[src/rtl/wb_pkg.sv]
// wb_pkg: shared arbiter types and priority helpers (state enum, one-hot to index, round-robin masking, priority pick)
package wb_pkg;
  typedef enum logic [1:0] {IDLE, OWNED, ABORT} arb_state_e;
  localparam int MAX_PORTS = 16;
  function automatic logic [3:0] oh2idx(input logic [MAX_PORTS-1:0] oh);
    logic [3:0] idx;
    idx = '0;
    for (int i = 0; i < MAX_PORTS; i++) if (oh[i]) idx |= 4'(i);
    return idx;
  endfunction
  // ports strictly after `last` in priority order, limited to the n real ports
  function automatic logic [MAX_PORTS-1:0] mask_after(input logic [3:0] last, input int n, input bit lsb_hi);
    logic [MAX_PORTS-1:0] m;
    m = '0;
    for (int i = 0; i < MAX_PORTS; i++) m[i] = (i < n) && (lsb_hi ? (i > int'(last)) : (i < int'(last)));
    return m;
  endfunction
  function automatic logic [MAX_PORTS-1:0] prio_pick(input logic [MAX_PORTS-1:0] req, input bit lsb_hi);
    logic [MAX_PORTS-1:0] g;
    g = '0;
    for (int i = 0; i < MAX_PORTS; i++) if (req[i] && (!lsb_hi || g == '0)) g = MAX_PORTS'(1) << i;
    return g;
  endfunction
endpackage

[src/rtl/wb_arbiter_rr_n_if.sv]
// wb_arbiter_rr_n_if: N-master / 1-slave Wishbone classic bundle
//   wbm_*   : packed per-master request slices in, responses out (dat_o broadcast)
//   wbs_*   : single slave-side request out, response in
//   grant_o : one-hot owner, timeout_o : watchdog pulse
interface wb_arbiter_rr_n_if #(
  parameter int PORTS = 4,
  parameter int DATA_WIDTH = 32,
  parameter int ADDR_WIDTH = 32,
  parameter int SELECT_WIDTH = DATA_WIDTH / 8
);
  logic [PORTS*ADDR_WIDTH-1:0] wbm_adr_i;
  logic [PORTS*DATA_WIDTH-1:0] wbm_dat_i;
  logic [PORTS*SELECT_WIDTH-1:0] wbm_sel_i;
  logic [PORTS-1:0] wbm_we_i, wbm_stb_i, wbm_cyc_i;
  logic [DATA_WIDTH-1:0] wbm_dat_o;
  logic [PORTS-1:0] wbm_ack_o, wbm_err_o, wbm_rty_o;
  logic [ADDR_WIDTH-1:0] wbs_adr_o;
  logic [DATA_WIDTH-1:0] wbs_dat_o;
  logic [SELECT_WIDTH-1:0] wbs_sel_o;
  logic wbs_we_o, wbs_stb_o, wbs_cyc_o;
  logic [DATA_WIDTH-1:0] wbs_dat_i;
  logic wbs_ack_i, wbs_err_i, wbs_rty_i;
  logic [PORTS-1:0] grant_o;
  logic timeout_o;
  modport master (
    output wbm_adr_i, wbm_dat_i, wbm_sel_i, wbm_we_i, wbm_stb_i, wbm_cyc_i,
    input wbm_dat_o, wbm_ack_o, wbm_err_o, wbm_rty_o, grant_o, timeout_o
  );
  modport slave (
    input wbs_adr_o, wbs_dat_o, wbs_sel_o, wbs_we_o, wbs_stb_o, wbs_cyc_o,
    output wbs_dat_i, wbs_ack_i, wbs_err_i, wbs_rty_i
  );
  modport arb (
    input wbm_adr_i, wbm_dat_i, wbm_sel_i, wbm_we_i, wbm_stb_i, wbm_cyc_i,
    output wbm_dat_o, wbm_ack_o, wbm_err_o, wbm_rty_o,
    output wbs_adr_o, wbs_dat_o, wbs_sel_o, wbs_we_o, wbs_stb_o, wbs_cyc_o,
    input wbs_dat_i, wbs_ack_i, wbs_err_i, wbs_rty_i,
    output grant_o, timeout_o
  );
endinterface

[src/rtl/wb_rr_prio_sel.sv]
// wb_rr_prio_sel: combinational masked priority encoder
//   i_req : requests, i_last : one-hot last owner, i_rr : 1 = round-robin, 0 = fixed
//   o_grant : one-hot winner, o_valid : any request present
module wb_rr_prio_sel
  import wb_pkg::*;
#(
  parameter int PORTS = 4,
  parameter int LSB_HI = 1
) (
  input  logic [PORTS-1:0] i_req,
  input  logic [PORTS-1:0] i_last,
  input  logic             i_rr,
  output logic [PORTS-1:0] o_grant,
  output logic             o_valid
);
  logic [MAX_PORTS-1:0] w_req, w_msk;
  assign w_req = MAX_PORTS'(i_req);
  assign w_msk = i_rr ? w_req & mask_after(oh2idx(MAX_PORTS'(i_last)), PORTS, LSB_HI != 0) : '0;
  // requests beyond the last owner win; otherwise wrap to plain priority
  assign o_grant = PORTS'(prio_pick(|w_msk ? w_msk : w_req, LSB_HI != 0));
  assign o_valid = |i_req;
endmodule

[src/rtl/wb_arbiter_rr_n.sv]
// wb_arbiter_rr_n: N-master to 1-slave Wishbone classic arbiter/mux with watchdog
//   clk, rst_n : clock, asynchronous active-low reset
//   io_bus     : wb_arbiter_rr_n_if.arb (master requests/responses, slave side, grant_o, timeout_o)
module wb_arbiter_rr_n
  import wb_pkg::*;
#(
  parameter int PORTS = 4,
  parameter int DATA_WIDTH = 32,
  parameter int ADDR_WIDTH = 32,
  parameter int SELECT_WIDTH = DATA_WIDTH / 8,
  parameter int ARB_ROUND_ROBIN = 1,
  parameter int ARB_LSB_HIGH_PRIORITY = 1,
  parameter int TIMEOUT = 0
) (
  input logic clk,
  input logic rst_n,
  wb_arbiter_rr_n_if.arb io_bus
);
  localparam int CW = TIMEOUT > 0 ? $clog2(TIMEOUT + 1) : 1;
  // abort is registered, so expiry is taken one count early to land ERR on waiting cycle TIMEOUT
  localparam int EXP = TIMEOUT > 1 ? TIMEOUT - 2 : 0;
  localparam logic [PORTS-1:0] LAST_RST = PORTS'(1) << (PORTS - 1);
  arb_state_e r_state;
  logic [PORTS-1:0] r_grant, r_last, w_win;
  logic [CW-1:0] r_cnt;
  logic w_valid, w_own_cyc, w_own_stb, w_we, w_resp, w_owned, w_abort, w_wait, w_expire;
  logic [ADDR_WIDTH-1:0] w_adr;
  logic [DATA_WIDTH-1:0] w_dat;
  logic [SELECT_WIDTH-1:0] w_sel;
  wb_rr_prio_sel #(.PORTS(PORTS), .LSB_HI(ARB_LSB_HIGH_PRIORITY)) u_sel (
    .i_req(io_bus.wbm_cyc_i),
    .i_last(r_last),
    .i_rr(ARB_ROUND_ROBIN != 0),
    .o_grant(w_win),
    .o_valid(w_valid)
  );
  // one-hot grant makes an AND-OR mux; zero grant yields all-zero slave outputs
  always_comb begin
    w_adr = '0;
    w_dat = '0;
    w_sel = '0;
    w_we = 1'b0;
    for (int k = 0; k < PORTS; k++) begin
      if (r_grant[k]) begin
        w_adr |= io_bus.wbm_adr_i[k*ADDR_WIDTH +: ADDR_WIDTH];
        w_dat |= io_bus.wbm_dat_i[k*DATA_WIDTH +: DATA_WIDTH];
        w_sel |= io_bus.wbm_sel_i[k*SELECT_WIDTH +: SELECT_WIDTH];
        w_we |= io_bus.wbm_we_i[k];
      end
    end
  end
  assign w_own_cyc = |(r_grant & io_bus.wbm_cyc_i);
  assign w_own_stb = |(r_grant & io_bus.wbm_stb_i);
  assign w_owned = r_state == OWNED;
  assign w_abort = r_state == ABORT;
  assign w_resp = io_bus.wbs_ack_i | io_bus.wbs_err_i | io_bus.wbs_rty_i;
  assign w_wait = (TIMEOUT > 0) && w_own_stb && !w_resp;
  assign w_expire = r_cnt == CW'(EXP);
  always_ff @(posedge clk or negedge rst_n)
    if (!rst_n) begin
      r_state <= IDLE;
      r_grant <= '0;
      r_last <= LAST_RST;
      r_cnt <= '0;
    end else if (!w_own_cyc) begin
      r_cnt <= '0;
      r_state <= w_valid ? OWNED : IDLE;
      r_grant <= w_valid ? w_win : '0;
      if (w_valid) r_last <= w_win;
    end else if (w_abort || !w_wait) begin
      r_state <= OWNED;
      r_cnt <= '0;
    end else if (w_expire) begin
      r_state <= ABORT;
      r_cnt <= '0;
    end else
      r_cnt <= r_cnt + 1'b1;
  assign io_bus.wbs_adr_o = w_adr;
  assign io_bus.wbs_dat_o = w_dat;
  assign io_bus.wbs_sel_o = w_sel;
  assign io_bus.wbs_we_o = w_we;
  assign io_bus.wbs_cyc_o = w_owned & w_own_cyc;
  assign io_bus.wbs_stb_o = w_owned & w_own_stb;
  assign io_bus.wbm_dat_o = io_bus.wbs_dat_i;
  assign io_bus.wbm_ack_o = r_grant & {PORTS{io_bus.wbs_ack_i}};
  assign io_bus.wbm_rty_o = r_grant & {PORTS{io_bus.wbs_rty_i}};
  // a late slave response during the abort cycle still wins over the forced error
  assign io_bus.wbm_err_o = r_grant & {PORTS{io_bus.wbs_err_i | (w_abort & ~w_resp)}};
  assign io_bus.timeout_o = w_abort & ~w_resp;
  assign io_bus.grant_o = r_grant;
endmodule
[src/flat_wrapper.sv]
// flat-port wrapper written by rule: the top's interface ports become plain ports
module wb_arbiter_rr_n_flat import wb_pkg::*;
#(
  parameter int PORTS = 4,
  parameter int DATA_WIDTH = 32,
  parameter int ADDR_WIDTH = 32,
  parameter int SELECT_WIDTH = DATA_WIDTH / 8,
  parameter int ARB_ROUND_ROBIN = 1,
  parameter int ARB_LSB_HIGH_PRIORITY = 1,
  parameter int TIMEOUT = 0
)
  (clk, rst_n, io_bus_wbm_adr_i, io_bus_wbm_dat_i, io_bus_wbm_sel_i, io_bus_wbm_we_i, io_bus_wbm_stb_i, io_bus_wbm_cyc_i, io_bus_wbm_dat_o, io_bus_wbm_ack_o, io_bus_wbm_err_o, io_bus_wbm_rty_o, io_bus_wbs_adr_o, io_bus_wbs_dat_o, io_bus_wbs_sel_o, io_bus_wbs_we_o, io_bus_wbs_stb_o, io_bus_wbs_cyc_o, io_bus_wbs_dat_i, io_bus_wbs_ack_i, io_bus_wbs_err_i, io_bus_wbs_rty_i, io_bus_grant_o, io_bus_timeout_o);
  wb_arbiter_rr_n_if #(.PORTS(PORTS), .DATA_WIDTH(DATA_WIDTH), .ADDR_WIDTH(ADDR_WIDTH), .SELECT_WIDTH(SELECT_WIDTH)) io_bus_i ();
  input logic clk;
  input logic rst_n;
  input wire logic [$bits(io_bus_i.wbm_adr_i)-1:0] io_bus_wbm_adr_i;
  input wire logic [$bits(io_bus_i.wbm_dat_i)-1:0] io_bus_wbm_dat_i;
  input wire logic [$bits(io_bus_i.wbm_sel_i)-1:0] io_bus_wbm_sel_i;
  input wire logic [$bits(io_bus_i.wbm_we_i)-1:0] io_bus_wbm_we_i;
  input wire logic [$bits(io_bus_i.wbm_stb_i)-1:0] io_bus_wbm_stb_i;
  input wire logic [$bits(io_bus_i.wbm_cyc_i)-1:0] io_bus_wbm_cyc_i;
  output wire logic [$bits(io_bus_i.wbm_dat_o)-1:0] io_bus_wbm_dat_o;
  output wire logic [$bits(io_bus_i.wbm_ack_o)-1:0] io_bus_wbm_ack_o;
  output wire logic [$bits(io_bus_i.wbm_err_o)-1:0] io_bus_wbm_err_o;
  output wire logic [$bits(io_bus_i.wbm_rty_o)-1:0] io_bus_wbm_rty_o;
  output wire logic [$bits(io_bus_i.wbs_adr_o)-1:0] io_bus_wbs_adr_o;
  output wire logic [$bits(io_bus_i.wbs_dat_o)-1:0] io_bus_wbs_dat_o;
  output wire logic [$bits(io_bus_i.wbs_sel_o)-1:0] io_bus_wbs_sel_o;
  output wire logic [$bits(io_bus_i.wbs_we_o)-1:0] io_bus_wbs_we_o;
  output wire logic [$bits(io_bus_i.wbs_stb_o)-1:0] io_bus_wbs_stb_o;
  output wire logic [$bits(io_bus_i.wbs_cyc_o)-1:0] io_bus_wbs_cyc_o;
  input wire logic [$bits(io_bus_i.wbs_dat_i)-1:0] io_bus_wbs_dat_i;
  input wire logic [$bits(io_bus_i.wbs_ack_i)-1:0] io_bus_wbs_ack_i;
  input wire logic [$bits(io_bus_i.wbs_err_i)-1:0] io_bus_wbs_err_i;
  input wire logic [$bits(io_bus_i.wbs_rty_i)-1:0] io_bus_wbs_rty_i;
  output wire logic [$bits(io_bus_i.grant_o)-1:0] io_bus_grant_o;
  output wire logic [$bits(io_bus_i.timeout_o)-1:0] io_bus_timeout_o;
  assign io_bus_i.wbm_adr_i = io_bus_wbm_adr_i;
  assign io_bus_i.wbm_dat_i = io_bus_wbm_dat_i;
  assign io_bus_i.wbm_sel_i = io_bus_wbm_sel_i;
  assign io_bus_i.wbm_we_i = io_bus_wbm_we_i;
  assign io_bus_i.wbm_stb_i = io_bus_wbm_stb_i;
  assign io_bus_i.wbm_cyc_i = io_bus_wbm_cyc_i;
  assign io_bus_wbm_dat_o = io_bus_i.wbm_dat_o;
  assign io_bus_wbm_ack_o = io_bus_i.wbm_ack_o;
  assign io_bus_wbm_err_o = io_bus_i.wbm_err_o;
  assign io_bus_wbm_rty_o = io_bus_i.wbm_rty_o;
  assign io_bus_wbs_adr_o = io_bus_i.wbs_adr_o;
  assign io_bus_wbs_dat_o = io_bus_i.wbs_dat_o;
  assign io_bus_wbs_sel_o = io_bus_i.wbs_sel_o;
  assign io_bus_wbs_we_o = io_bus_i.wbs_we_o;
  assign io_bus_wbs_stb_o = io_bus_i.wbs_stb_o;
  assign io_bus_wbs_cyc_o = io_bus_i.wbs_cyc_o;
  assign io_bus_i.wbs_dat_i = io_bus_wbs_dat_i;
  assign io_bus_i.wbs_ack_i = io_bus_wbs_ack_i;
  assign io_bus_i.wbs_err_i = io_bus_wbs_err_i;
  assign io_bus_i.wbs_rty_i = io_bus_wbs_rty_i;
  assign io_bus_grant_o = io_bus_i.grant_o;
  assign io_bus_timeout_o = io_bus_i.timeout_o;
  wb_arbiter_rr_n #(.PORTS(PORTS), .DATA_WIDTH(DATA_WIDTH), .ADDR_WIDTH(ADDR_WIDTH), .SELECT_WIDTH(SELECT_WIDTH), .ARB_ROUND_ROBIN(ARB_ROUND_ROBIN), .ARB_LSB_HIGH_PRIORITY(ARB_LSB_HIGH_PRIORITY), .TIMEOUT(TIMEOUT)) u_core (.clk(clk), .rst_n(rst_n), .io_bus(io_bus_i));
endmodule
[config.mk]
export PLATFORM = sky130hd
export DESIGN_NAME = wb_arbiter_rr_n_flat
export DESIGN_NICKNAME = d
export VERILOG_FILES = /design/src/rtl/wb_pkg.sv /design/src/rtl/wb_arbiter_rr_n_if.sv /design/src/rtl/wb_rr_prio_sel.sv /design/src/rtl/wb_arbiter_rr_n.sv /design/src/flat_wrapper.sv
export SDC_FILE = /design/constraint.sdc
export NUM_CORES = 1
export LEC_CHECK = 0
export ABC_CLOCK_PERIOD_IN_PS = 1900
export BUFFER_PORTS_ARGS = -buffer_cell sky130_fd_sc_hd__buf_2
export CAP_MARGIN = 20
export CELL_PAD_IN_SITES_DETAIL_PLACEMENT = 1
export CELL_PAD_IN_SITES_GLOBAL_PLACEMENT = 1
export CORE_AREA = 4 4 171 173
export CTS_CLUSTER_DIAMETER = 100
export DETAILED_ROUTE_END_ITERATION = 8
export DIE_AREA = 0 0 175 177
export GPL_TIMING_DRIVEN = 0
export PLACE_DENSITY_LB_ADDON = 0.1
export SLEW_MARGIN = 40
export SYNTH_ARGS = -nofsm -noshare
export SYNTH_HDL_FRONTEND = slang
export SYNTH_SLANG_ARGS = --single-unit
[constraint.sdc]
create_clock -name clk -period 1.9 [get_ports clk]
set_input_delay 0.475 -clock clk [delete_from_list [all_inputs] [get_ports clk]]
set_output_delay 0.475 -clock clk [all_outputs]
set_load 0.01 [all_outputs]
# Word level (Yosys, flattened, before mapping)
# Cells that the tools add are included.
# W data, S select, Z words.
dict set report word_totals {
  inputBits 321
  regBits 10
  output_inout_bits 120
  wordCells 108
}
dict set report classes {
  bitwise 26
  reduce_logical 35
  n_eq_ne 2
  muxes 39
  magnitude_cmp 3
}
# cell n
set op_table {}
lappend op_table {{$mux W32} 8}
lappend op_table {{$logic_not A16 Y1} 15}
lappend op_table {{$or A32 B32 Y32} 6}
lappend op_table {{$mux W4} 8}
lappend op_table {{$and A4 B4 Y4} 6}
lappend op_table {{$reduce_or A16 Y1} 1}
lappend op_table {{$mux W15} 1}
lappend op_table {{$mux W14} 1}
lappend op_table {{$mux W13} 1}
lappend op_table {{$logic_and A1 B1 Y1 const A} 12}
lappend op_table {{$mux W12} 1}
lappend op_table {{$or A4 B4 Y4} 3}
lappend op_table {{$reduce_or A4 Y1} 3}
lappend op_table {{$mux W11} 1}
lappend op_table {{$mux W10} 1}
lappend op_table {{$mux W9} 1}
lappend op_table {{$gt A2 B4 Y1 const A} 2}
lappend op_table {{$mux W2} 4}
lappend op_table {{$mux W8} 1}
lappend op_table {{$mux W1} 7}
lappend op_table {{$mux W7} 1}
lappend op_table {{$mux W6} 1}
lappend op_table {{$or A1 B1 Y1} 6}
lappend op_table {{$mux W5} 1}
lappend op_table {{8 further kinds} 13}

# Logic depth before layout (Yosys ltp)
# Gate-level depths: netlist of run 1.
dict set report depth {
  word_depth 54
  mapped_depth 4
  mapped_depth_nobuf 4
}

# Hierarchy
# From an unflattened synthesis of run 1, not the netlist that was laid out.
dict set report hier_totals {
  cells_unflattened 337
  area_unflattened_um2 2321.0
}
# module n_inst seq_area_each_um2 area_each_um2 cells_each
set modules_own_cells {}
lappend modules_own_cells {wb_arbiter_rr_n 1 226.5 2167.1 313}
lappend modules_own_cells {wb_rr_prio_sel 1 0.0 153.9 24}

# Worst setup path after synthesis of run 1
# No wires, ideal clock.
dict set report synth_path {
  path_kind {reg2out}
  from {register u_core.r_grant[0] (netlist: u_core.io_bus.grant_o[0])}
  to {output io_bus_wbs_adr_o[0]}
  stages_incl_launch_ff 5
  path_slack_ns 0.209
  required_ns 1.425
  path_buffers 2
  arrival_ns 1.216
  path_cell_list {dfrtp_1 -> clkbuf_1 -> buf_1 -> a22oi_1 -> nand2_1}
}
dict set report synth_via {
  elab_chain_cells 7
}
# item line
set synth_rtl {}
lappend synth_rtl {{start, declared} wb_arbiter_rr_n.sv:24} ;# logic [PORTS-1:0] r_grant, r_last, w_win;
lappend synth_rtl {{start signal, assigned} wb_arbiter_rr_n.sv:68} ;# r_grant <= w_valid ? w_win : '0;
lappend synth_rtl {{$mux W32 (*)} wb_arbiter_rr_n.sv:44} ;# if (r_grant[k]) begin
lappend synth_rtl {{$or A32 B32 Y32} wb_arbiter_rr_n.sv:45} ;# w_adr |= io_bus.wbm_adr_i[k*ADDR_WIDTH +: ADDR_WIDTH];
lappend synth_rtl {{$mux W32 (*)} wb_arbiter_rr_n.sv:44}
lappend synth_rtl {{$or A32 B32 Y32} wb_arbiter_rr_n.sv:45}
lappend synth_rtl {{$mux W32 (*)} wb_arbiter_rr_n.sv:44}
lappend synth_rtl {{$or A32 B32 Y32} wb_arbiter_rr_n.sv:45}
lappend synth_rtl {{$mux W32 (*)} wb_arbiter_rr_n.sv:44}
lappend synth_rtl {{end, declared} flat_wrapper.sv:26} ;# output wire logic [$bits(io_bus_i.wbs_adr_o)-1:0] io_bus_wbs_adr_o;
# Every way passes the cells marked *; elsewhere a longest branch is shown, timed or not.

# Worst setup path after layout of run 1
dict set report layout_path {
  from {register u_core.r_grant[1] (netlist: u_core.io_bus.grant_o[1])}
  to {output io_bus_wbs_dat_o[10]}
}
dict set report layout_via {
  elab_chain_cells 5
}
# item line
set layout_rtl {}
lappend layout_rtl {{$mux W32 (*)} wb_arbiter_rr_n.sv:44}
lappend layout_rtl {{$or A32 B32 Y32} wb_arbiter_rr_n.sv:46} ;# w_dat |= io_bus.wbm_dat_i[k*DATA_WIDTH +: DATA_WIDTH];
lappend layout_rtl {{$mux W32 (*)} wb_arbiter_rr_n.sv:44}
lappend layout_rtl {{$or A32 B32 Y32} wb_arbiter_rr_n.sv:46}
lappend layout_rtl {{$mux W32 (*)} wb_arbiter_rr_n.sv:44}
lappend layout_rtl {{end, declared} flat_wrapper.sv:27} ;# output wire logic [$bits(io_bus_i.wbs_dat_o)-1:0] io_bus_wbs_dat_o;
# Marks and branches as above.

==> key figures, run 1 <==
Cells and area
  – Antenna cells: 0
  – Layout area overhead: 167%
  – Final Non-Filler Cells: 1143
  – Layout Nets: around 1100
  – Share of post-route cells with drive strength above 1: 0.779
  – Commonest non-fill, non-tap cell in the layout: buf_2
  – Most frequent cells in the layout: 395 x buf_2, 86 x a22oi_2, 72 x nand2_1

Power and ir drop
  – VDD IR-drop max: 0.000497 V
  – Switching share of power: 0.478
  – Sequential Power Share: 0.048
  – Combinational share of power: 0.908
  – Switching power: about 3.9 mW
  – Clock power share: 0.045
  – P_int: ~4.3 mW
  – Cell Pwr Density: approximately 1400 nW/um^2
  – Leakage: between 3 and 4 nW

Drt
  – Vias: 4428
  – First-pass DRT Iterations: 4
  – DR WL/cell: about 19 um
  – Iter 0 DRT Violations: 120
  – DRC violations left: 0
  – Via/cell ratio: just under 4
  – ANT nets after route: 0
  – Drt total wl: 21200 um

Placement
  – GPL Wtd Cong: 0.734
  – Port bufs: roughly 410
  – # placed instances: approximately 1100
  – Pre-CTS worst setup slack: -0.647 ns
  – Final HPWL from detailed placement: 17800 um

Critical path
  – RR Endpoint: u_core.io_bus.grant_o[3]
  – CP Capture Type: output pin
  – CP required: ~1.4 ns
  – CP max FO: 10
  – Critical Path End: io_bus_wbs_dat_o[10]
  – Crit-path max cell delay: roughly 0.47 ns
  – Crit path arrival time: roughly 1.5 ns
  – R2r startpoint: u_core.io_bus.grant_o[1]
  – Slowest-stage cell, CP: dfrtp_2
  – CP Launch Type: flop
  – CP Launch Point: u_core.io_bus.grant_o[1]
  – Critical Path, Cell by Cell: clkbuf_16 -> buf_12 -> a22oi_1 -> nand2_1 -> buf_2
  – R2R Setup Slk: approximately 0.39 ns
  – R2R depth: 5
  – Worst Setup Path Type: flop to output pin

Synth
  – Syn. warnings: 0
  – Post-synthesis sequential area ratio: 0.0895
  – Yosys reg bits: 8
  – Post-synthesis cell type count: 34
  – Cell area after synthesis: ~2200 sq um
  – Synth Instances: ~330
  – Avg Inst Size Synth: about 6.8 sq um
  – Synthesized Nets: 652

Floorplanning
  – Core area: about 28000 sq um
  – Horiz. Die Dim: 175 um
  – # IOs: 441
  – Row Count: 61
  – Die area: slightly above 30000 sq um
  – Die H: 177 um
  – Starting Density: 0.0814

Global route
  – Initial antenna violation count: 3
  – Number of global-route vias before repair: approximately 4800
  – Global-route wire length before repair: 29600 um
  – Largest net degree at the start of global routing: 11
  – Global route overflow: 0
  – GRT Total Usage: 0.121

Run status
  – Outcome: finished, violations left
  – Failing checks: setup timing

CTS
  – Clock slew at reported path FFs: about 0.04 ns
  – # hold bufs at CTS: 0
  – Clk_lat worst skew: ~0.23 ns
  – Clk sink count: 8
  – Number of buffers created by CTS: 3
  – Clock buffer depth: 2
  – CTS tree: built
  – Root Driver: clkbuf_16
  – H-tree levels: 1

STA
  – Post-route worst setup slack: -0.0582 ns
  – Fin crit period: around 2 ns
  – Final worst clock skew: 0.000640 ns
  – Final Slew Violations: 0
  – RSZ-0062 raised after global routing: yes
  – Setup-failing EPs final: 30
  – Final Cycle Share: 1.03
  – Final Hold Vio Count: 0
  – Achievable Freq: slightly above 500 MHz

Flow run
  – Max cap viols: 0

Worst hold path
  – Type of the most critical hold path: primary input to asynchronous set/reset pin
## worst max-delay path, delay by kind of cell, from the launching register on
| kind | cells | cell delay (ns) |
|---|---|---|
| flip-flops | 1 | 0.47 |
| AO/OA/AOI/OAI | 1 | 0.17 |
| AND/OR/NAND/NOR | 1 | 0.08 |
| buffers and inverters | 3 | 0.53 |
## sequential cells by signal, indices dropped and copies added (netlist names)
name                   count
u_core.io_bus.grant_o      4
u_core.r_last              3
u_core.r_state             1
## stage by stage
stage	setup TNS [ns]	instance area [sq um]	util	hold WS, ns	total power, mW
final	-0.422	6010	0.218	0.0889	8.17
after global routing	-3.95	6010	0.218	0.102	8.85
after CTS	-1.03	5630	0.204	0.0970	7.70
after detailed placement	-36.46	4760	0.172	0.341	5.79
after global placement	-34.95	4760	0.172	0.330	5.79
after floorplan	0	2250	-	0.179	3.23
## worst min-delay path by stage
stage                     startpoint                       end  slack, ns  cells past startpoint
after global routing           rst_n         u_core.r_state[0]       0.10                      1
final                          rst_n         u_core.r_state[0]       0.09                      1
after CTS                      rst_n          u_core.r_last[1]        0.1                      1
after floorplan                rst_n  u_core.io_bus.grant_o[0]       0.18                      0
after global placement         rst_n         u_core.r_state[0]       0.33                      1
after detailed placement       rst_n         u_core.r_state[0]       0.34                      1
## layout make-up
class,count,area (sq um)
fill,3393,21600
tap,378,473
sequential,8,206
timing repair buffer,430,2390
clock buffer,4,78.8
inverter,1,3.75
multi-input combinational,257,2080
buffer,65,786
## per-layer routing
metal  wire, um  GRT usage  vias up
li1           -          -     2115
met1       7980      0.136     2097
met2      11800      0.243      204
met3       1420     0.0273        6
met4          8    0.00295        6
met5         37          0        -
## Yosys cell counts (all sizes together)
| cell | number | area [sq um] |
|---|---|---|
| dfrtp | 7 | 175 |
| clkbuf | 18 | 67.6 |
| a21boi | 1 | 7.51 |
| nor4 | 1 | 12.5 |
| o21ai | 2 | 10.0 |
| nor3b | 3 | 32.5 |
| or4 | 1 | 11.3 |
| conb | 1 | 3.75 |
| nor2 | 2 | 7.51 |
| nand3 | 2 | 15.0 |
| inv | 1 | 3.75 |
| dfstp | 1 | 26.3 |
| buf | 47 | 322 |
| a21oi | 1 | 5.00 |
| nand2 | 73 | 277 |
| a22oi | 142 | 1080 |
| a211oi | 2 | 20.0 |
| nand2b | 1 | 6.26 |
| o2111a | 1 | 11.3 |
| nor3 | 2 | 10.0 |
| nor4bb | 1 | 10.0 |
| a21o | 7 | 52.6 |
| and2 | 13 | 81.3 |
| or2 | 1 | 6.26 |
## logic make-up after synthesis
logic type             Yosys count  synth area share
AOI/OAI and AO/OA              156             0.526
and+or+nand+nor                100             0.209
buffers and inverters           66             0.175
DFF                              8            0.0895
other                            1           0.00167
## timing repair
action | CTS | global route
gates resized for setup | 164 | 59
buffers inserted | 12 | 6
gates cloned | 2 | 3
endpoints found under the setup margin | 80 | 66
hold endpoints to repair | 0 | 0
pin swaps | 13 | 14
## power groups by stage
stage	Sequential [mW]	Clock (mW)	Combinational (mW)
2_1_floorplan	0.337	0	2.89
3_3_place_gp	0.356	0	5.43
3_5_place_dp	0.357	0	5.43
4_1_cts	0.393	0.373	6.93
5_1_grt	0.405	0.388	8.05
6_report	0.390	0.366	7.41
No activity file was read; power rests on OpenSTA's default activity.
==> run 2, diff against run 1 <==
--- a/config.mk
+++ b/config.mk
@@ -16,6 +16,7 @@
 export DIE_AREA = 0 0 175 177
 export GPL_TIMING_DRIVEN = 0
 export PLACE_DENSITY_LB_ADDON = 0.1
+export SETUP_SLACK_MARGIN = 0.1
 export SLEW_MARGIN = 40
 export SYNTH_ARGS = -nofsm -noshare
 export SYNTH_HDL_FRONTEND = slang
==> run 2 against run 1 <==
  * The flow still finishes with violations (setup timing)
  * Worst hold slack barely moved
  * Via count rose by 0.99%
  * Wire length rose by 1.6%
  * Worst setup slack improved by 0.014 ns
  * Count of clock-buffer cells in the layout did not move
  * Register-to-register slack got worse by 0.14 ns
  * Critical path depth did not move
  * Clock power barely moved
  * Combinational power rose by 6.9%
==> key figures, run 2 (synthesized netlist as in run 1, its figures left out) <==
Run status
  – Outcome: finished, violations left
  – Failing checks: setup timing

STA
  – Final worst clock skew: 0.000557 ns (-0.0000827 ns)
  – WHS: 0.0885 ns (-0.000412 ns)
  – Setup-failing EPs final: 36 (+20%)
  – Final Slew Violations: 0 (unchanged)
  – Final Cycle Share: 1.02 (-0.00752)
  – Final Hold Vio Count: 0 (unchanged)
  – Achievable Freq: 514 MHz (+0.73%)
  – Fin crit period: 1.94 ns (-0.0143 ns)
  – RSZ-0062 raised after global routing: yes
  – Post-route worst setup slack: -0.0439 ns (+0.0143 ns)

Cells and area
  – Share of post-route cells with drive strength above 1: 0.815 (+0.0363)
  – Max reg flops: 4 (unchanged)
  – Post-route cell area: 6270 sq um (+4.4%)
  – Antenna cells: 0 (unchanged)
  – Most frequent cells in the layout: 382 x buf_2, 109 x a22oi_2, 72 x nand2_1
  – Commonest non-fill, non-tap cell in the layout: buf_2
  – Layout Nets: 1091 (+0.37%)
  – Layout area overhead: 179%

Drt
  – ANT nets after route: 0 (unchanged)
  – Iter 0 DRT Violations: 107 (-11%)
  – Vias: 4472 (+0.99%)
  – Drt total wl: 21600 um (+1.6%)
  – Via/cell ratio: 3.90 (+0.64%)
  – DR WL/cell: 18.8 um (+1.3%)
  – DRC violations left: 0 (unchanged)
  – First-pass DRT Iterations: 4 (unchanged)

Critical path
  – Crit path arrival time: 1.47 ns (about the same)
  – Critical Path, Cell by Cell: buf_12 -> buf_8 -> a22oi_2 -> nand2_1 -> buf_2
  – Crit-path max cell delay: 0.48 ns (about the same)
  – CP max FO: 10 (unchanged)
  – Crit path max-delay family: flip-flops
  – CP Launch Type: flop
  – R2R Setup Slk: 0.25 ns (-0.14 ns)
  – Slowest-stage cell, CP: dfrtp_2
  – CP Launch Point: u_core.io_bus.grant_o[2]
  – WP buf/inv: 3 (unchanged)
  – R2r startpoint: u_core.io_bus.grant_o[2]
  – CP required: 1.42 ns (about the same)
  – R2R depth: 6 (+1)
  – RR Endpoint: u_core.io_bus.grant_o[3]
  – Worst Setup Path Type: flop to output pin
  – CP Capture Type: output pin

CTS
  – CTS tree: built
  – Clk sink count: 8 (unchanged)
  – # hold bufs at CTS: 0 (unchanged)
  – Clock buffer depth: 2 (unchanged)
  – Clock slew at reported path FFs: 0.04 ns (about the same)
  – Clk_lat worst skew: 0.23 ns (about the same)
  – Number of buffers created by CTS: 3 (unchanged)
  – Root Driver: clkbuf_16
  – H-tree levels: 1 (unchanged)

Floorplanning
  – Horiz. Die Dim: 175 um (unchanged)
  – # IOs: 441 (unchanged)
  – Starting Density: 0.0814 (unchanged)
  – Core area: 27600 sq um (unchanged)
  – Die area: 31000 sq um (unchanged)
  – Die H: 177 um (unchanged)
  – Row Count: 61 (unchanged)

Global route
  – Initial antenna violation count: 3 (unchanged)
  – Largest net degree at the start of global routing: 11 (unchanged)
  – Number of global-route vias before repair: 4747 (-0.40%)
  – Global route overflow: 0 (unchanged)
  – Global-route wire length before repair: 29600 um (unchanged)
  – GRT Total Usage: 0.121 (+0.000180)

Placement
  – GPL Wtd Cong: 0.734 (unchanged)
  – Pre-CTS worst setup slack: -0.647 ns (unchanged)
  – Placed inst area: 4760 sq um (unchanged)
  – Port bufs: 407 (unchanged)
  – Final HPWL from detailed placement: 17800 um (unchanged)

Power and ir drop
  – Leakage: 3.20 nW (+1.9%)
  – Pwr Total: 8.67 mW (+6.1%)
  – Cell Pwr Density: 1380 nW/um^2 (+1.7%)
  – VDD IR-drop max: 0.000496 V (-0.29%)

Worst hold path
  – Type of the most critical hold path: primary input to asynchronous set/reset pin

Flow run
  – Max cap viols: 0 (unchanged)
## run 2: cell types whose count changed in the layout (fill, tap and decap cells not counted), moves of 2 or more
| cell | delta |
|---|---|
| a22oi_1 | -23 |
| a22oi_2 | +23 |
| and2_1 | -4 |
| and2_4 | +4 |
| buf_2 | -13 |
| buf_4 | -2 |
| buf_6 | +16 |
| clkbuf_8 | +2 |
## run 2: cell type report
class | instances | area (sq um)
buffer | 65 | 797
sequential | 8 | 206
fill | 3384 | 21400
inverter | 1 | 3.75
tap | 378 | 473
timing repair buffer | 434 | 2510
clock buffer | 4 | 78.8
multi-input combinational | 257 | 2200
## run 2: report_power, final
| part | switching [mW] | internal, mW | total [mW] |
|---|---|---|---|
| sequential | 0.135 | 0.251 | 0.386 |
| combinational | 3.85 | 4.06 | 7.92 |
| clock | 0.0859 | 0.280 | 0.366 |
| total | 4.07 | 4.59 | 8.67 |
## run 2: worst max path at each step
stage,depth (start not counted),to,slack [ns]
2_1_floorplan,4,io_bus_wbs_adr_o[0],0.21
3_3_place_gp,5,io_bus_wbs_dat_o[8],-0.63
3_5_place_dp,5,io_bus_wbs_dat_o[8],-0.65
4_1_cts,5,io_bus_wbs_dat_o[8],-0.05
5_1_grt,5,io_bus_wbs_dat_o[10],-0.11
6_report,5,io_bus_wbs_adr_o[15],-0.04
## run 2: repair_timing
item,4_1_cts,5_1_grt
gates resized for setup,188,88
hold endpoints to repair,0,0
pin swaps,6,19
cloned,2,5
endpoints found under the setup margin,84,77
buffers inserted,13,7
## run 2: per-stage QoR
step / setup TNS [ns] / instances / util
after detailed placement: -36.46 / 1116 / 0.172
after CTS: -1.05 / 1135 / 0.207
after floorplan: 0 / 331 / -
after global placement: -34.95 / 1116 / 0.172
final: -0.697 / 1147 / 0.227
after global routing: -4.07 / 1147 / 0.227
## run 2: metal layers
metal / GRT usage / up-vias / share of wire
li1: - / 2122 / -
met1: 0.136 / 2136 / 0.37
met2: 0.244 / 202 / 0.56
met3: 0.0269 / 6 / 0.066
met4: 0.00295 / 6 / 0.00037
met5: 0 / - / 0.0016
==> run 3, diff against run 2 <==
--- a/config.mk
+++ b/config.mk
@@ -10,14 +10,15 @@
 export CAP_MARGIN = 20
 export CELL_PAD_IN_SITES_DETAIL_PLACEMENT = 1
 export CELL_PAD_IN_SITES_GLOBAL_PLACEMENT = 1
-export CORE_AREA = 4 4 171 173
+export CORE_AREA = 4 4 169 171
 export CTS_CLUSTER_DIAMETER = 100
 export DETAILED_ROUTE_END_ITERATION = 8
-export DIE_AREA = 0 0 175 177
+export DIE_AREA = 0 0 173 175
 export GPL_TIMING_DRIVEN = 0
 export PLACE_DENSITY_LB_ADDON = 0.1
 export SETUP_SLACK_MARGIN = 0.1
 export SLEW_MARGIN = 40
 export SYNTH_ARGS = -nofsm -noshare
 export SYNTH_HDL_FRONTEND = slang
+export SYNTH_HIERARCHICAL = 1
 export SYNTH_SLANG_ARGS = --single-unit
==> run 3 against run 2 <==
  * The flow still finishes with violations (setup timing)
  * Register-to-register slack lost 0.05 ns
  * Clock skew grew 0.0033 ns
  * Utilization grew 0.52 points
  * Non-clock buffer count shrank 4
  * Sequential share of layout area is essentially flat
  * Synthesized cell count grew 1.2%
  * Final area shrank 0.52%
  * Die area shrank 2.3%
  * Global-route usage is essentially flat
  * Critical endpoint is now io_bus_wbs_cyc_o
  * Largest power group unchanged
  * Highest routed layer is now met4
==> key figures, run 3 <==
Run status
  – Outcome: finished, violations left
  – Failing checks: setup timing

Critical path
  – Slowest-stage cell, CP: dfrtp_2
  – CP Launch Type: flop
  – Crit path arrival time: 1.45 ns (-0.02 ns)
  – CP max FO: 4 (-6)
  – Worst Setup Path Type: flop to output pin
  – CP Capture Type: output pin
  – R2R depth: 7 (+1)
  – CP required: 1.42 ns (about the same)
  – Crit path max-delay family: flip-flops
  – R2r startpoint: u_core/io_bus.grant_o[0]
  – RR Endpoint: u_core/io_bus.grant_o[1]
  – Critical Path, Cell by Cell: buf_4 -> a22oi_2 -> nand2_2 -> and2_4 -> buf_6
  – WP buf/inv: 2 (-1)
  – Crit-path max cell delay: 0.45 ns (-0.03 ns)
  – R2R Setup Slk: 0.20 ns (-0.05 ns)

Power and ir drop
  – Leakage: 3.15 nW (-1.7%)
  – P_int: 3.99 mW (-13%)
  – Combinational share of power: 0.905 (-0.008)
  – Switching share of power: 0.465 (-0.00501)
  – Clock power share: 0.049 (+0.007)
  – Sequential Power Share: 0.046 (about the same)
  – Switching power: 3.47 mW (-15%)
  – VDD IR-drop max: 0.000430 V (-13%)
  – Cell Pwr Density: 1200 nW/um^2 (-14%)

Global route
  – GR peak layer: met2
  – Global-route wire length before repair: 29400 um (-0.51%)
  – Global route overflow: 0 (unchanged)
  – GRT Total Usage: 0.121 (-0.000325)
  – Met2 Use GR: 0.253 (+0.00834)
  – GR Layer Usage met3: 0.0260 (-0.000955)
  – Largest net degree at the start of global routing: 11 (unchanged)
  – Met1 usage: 0.126 (-0.0102)
  – Number of global-route vias before repair: 4891 (+3.0%)
  – Initial antenna violation count: 1 (-2)

Floorplanning
  – Die H: 175 um (-1.1%)
  – Core area: 26900 sq um (-2.7%)
  – Die area: 30300 sq um (-2.3%)
  – Row Count: 60 (-1.6%)
  – Horiz. Die Dim: 173 um (-1.1%)
  – Starting Density: 0.0850 (+0.00359)
  – # IOs: 441 (unchanged)

Drt
  – Drt total wl: 20900 um (-3.3%)
  – DRC violations left: 0 (unchanged)
  – DR WL/cell: 18.8 um (-0.21%)
  – Vias: 4491 (+0.42%)
  – Via/cell ratio: 4.04 (+3.6%)
  – Iter 0 DRT Violations: 83 (-22%)
  – ANT nets after route: 0 (unchanged)
  – First-pass DRT Iterations: 4 (unchanged)

Placement
  – Final HPWL from detailed placement: 17100 um (-4.0%)
  – GPL Wtd Cong: 0.755 (+2.8%)
  – Port bufs: 407 (unchanged)
  – Placed inst area: 4750 sq um (-0.16%)
  – Pre-CTS worst setup slack: -0.104 ns (+0.542 ns)

STA
  – Final Cycle Share: 1.01 (-0.0112)
  – Fin crit period: 1.92 ns (-0.0213 ns)
  – Final Slew Violations: 0 (unchanged)
  – Achievable Freq: 520 MHz (+1.1%)
  – Setup-failing EPs final: 4 (-89%)
  – Final Hold Vio Count: 0 (unchanged)
  – Post-route worst setup slack: -0.0226 ns (+0.0213 ns)
  – RSZ-0062 raised after global routing: yes
  – Setup TNS: -0.0406 ns (+0.657 ns)
  – WHS: 0.0895 ns (+0.000938 ns)
  – Final worst clock skew: 0.00385 ns (+0.00330 ns)

Cells and area
  – Commonest non-fill, non-tap cell in the layout: buf_2
  – Post-route cell area: 6240 sq um (-0.52%)
  – Most frequent cells in the layout: 385 x buf_2, 123 x a22oi_2, 69 x nand2_1
  – Max reg flops: 4 (unchanged)
  – Layout area overhead: 173%
  – Share of post-route cells with drive strength above 1: 0.821 (+0.00543)
  – Layout Nets: 1092 (+0.092%)

Flow run
  – Max cap viols: 0 (unchanged)

Worst hold path
  – Type of the most critical hold path: primary input to asynchronous set/reset pin

CTS
  – CTS tree: built
  – Clock buffer depth: 2 (unchanged)
  – Root Driver: clkbuf_16
  – # hold bufs at CTS: 0 (unchanged)
  – Clock slew at reported path FFs: 0.04 ns (about the same)
  – Clk_lat worst skew: 0.23 ns (about the same)
  – Clk sink count: 8 (unchanged)
  – Number of buffers created by CTS: 3 (unchanged)
  – H-tree levels: 1 (unchanged)

Synth
  – Syn. warnings: 6 (+6)
  – Cell area after synthesis: 2280 sq um (+1.6%)
  – Avg Inst Size Synth: 6.82 sq um (+0.34%)
  – Synth Instances: 335 (+1.2%)
## run 3: cell count changes in the layout (fill, tap and decap cells not counted), sizes merged, moves of 3 or more
cell	before	now
clkbuf	22	11
a22o	0	4
buf	481	488
a21o	7	1
nor3b	3	0
mux2	0	3
## run 3: worst register-to-register path: stages (launching register included)
cell and delay, ns:
dfrtp_2 0.45, buf_4 0.15, a22oi_2 0.22, nand2_2 0.11, buf_4 0.14, buf_4 0.13
buf_4 0.14, a22o_1 0.23
## run 3: power groups by stage
stage / Clock, mW / Sequential, mW / Combinational, mW
global placement: 0 / 0.332 / 4.57
global route: 0.381 / 0.359 / 7.28
CTS: 0.369 / 0.343 / 5.92
floorplan: 0 / 0.313 / 2.48
finish: 0.363 / 0.343 / 6.75
detailed placement: 0 / 0.327 / 4.61
## run 3: what timing repair did
action | 4_1_cts | 5_1_grt
setup buffers | 10 | 7
gates resized for setup | 158 | 101
setup endpoints to repair | 83 | 73
pin swaps | 17 | 9
gates cloned | 3 | 4
## run 3: area by class of cell
cell class / instances / area (sq um)
multi-input cells: 263 / 2300
plain buffers: 65 / 741
repair buffers: 430 / 2490
clock buffers: 4 / 78.8
fillers: 3290 / 20600
flip-flops and latches: 8 / 206
diodes: 1 / 2.50
well taps: 341 / 427
## run 3: worst max-delay path by stage
stage                                  start              endpoint  slack (ns)  cells after the start
floorplan           u_core/io_bus.grant_o[2]  io_bus_wbs_adr_o[10]        0.40                      4
global placement    u_core/io_bus.grant_o[2]   io_bus_wbs_dat_o[6]        -0.1                      5
finish              u_core/io_bus.grant_o[0]      io_bus_wbs_cyc_o       -0.02                      5
detailed placement  u_core/io_bus.grant_o[2]   io_bus_wbs_dat_o[6]       -0.10                      5
CTS                 u_core/io_bus.grant_o[2]  io_bus_wbs_adr_o[27]       -0.04                      6
global route        u_core/io_bus.grant_o[2]   io_bus_wbs_adr_o[3]       -0.09                      6
## run 3: routing by layer
layer	up-vias	wire length, um
met2	202	12100
met5	-	0
li1	2134	-
met1	2145	7340
met3	10	1270
met4	0	174
## run 3: per-stage QoR
stage,instances,power (mW),utilization
after floorplan,336,2.79,-
after global placement,1084,4.91,0.177
after detailed placement,1084,4.94,0.177
after CTS,1101,6.63,0.209
after global routing,1112,8.03,0.232
final,1112,7.46,0.232
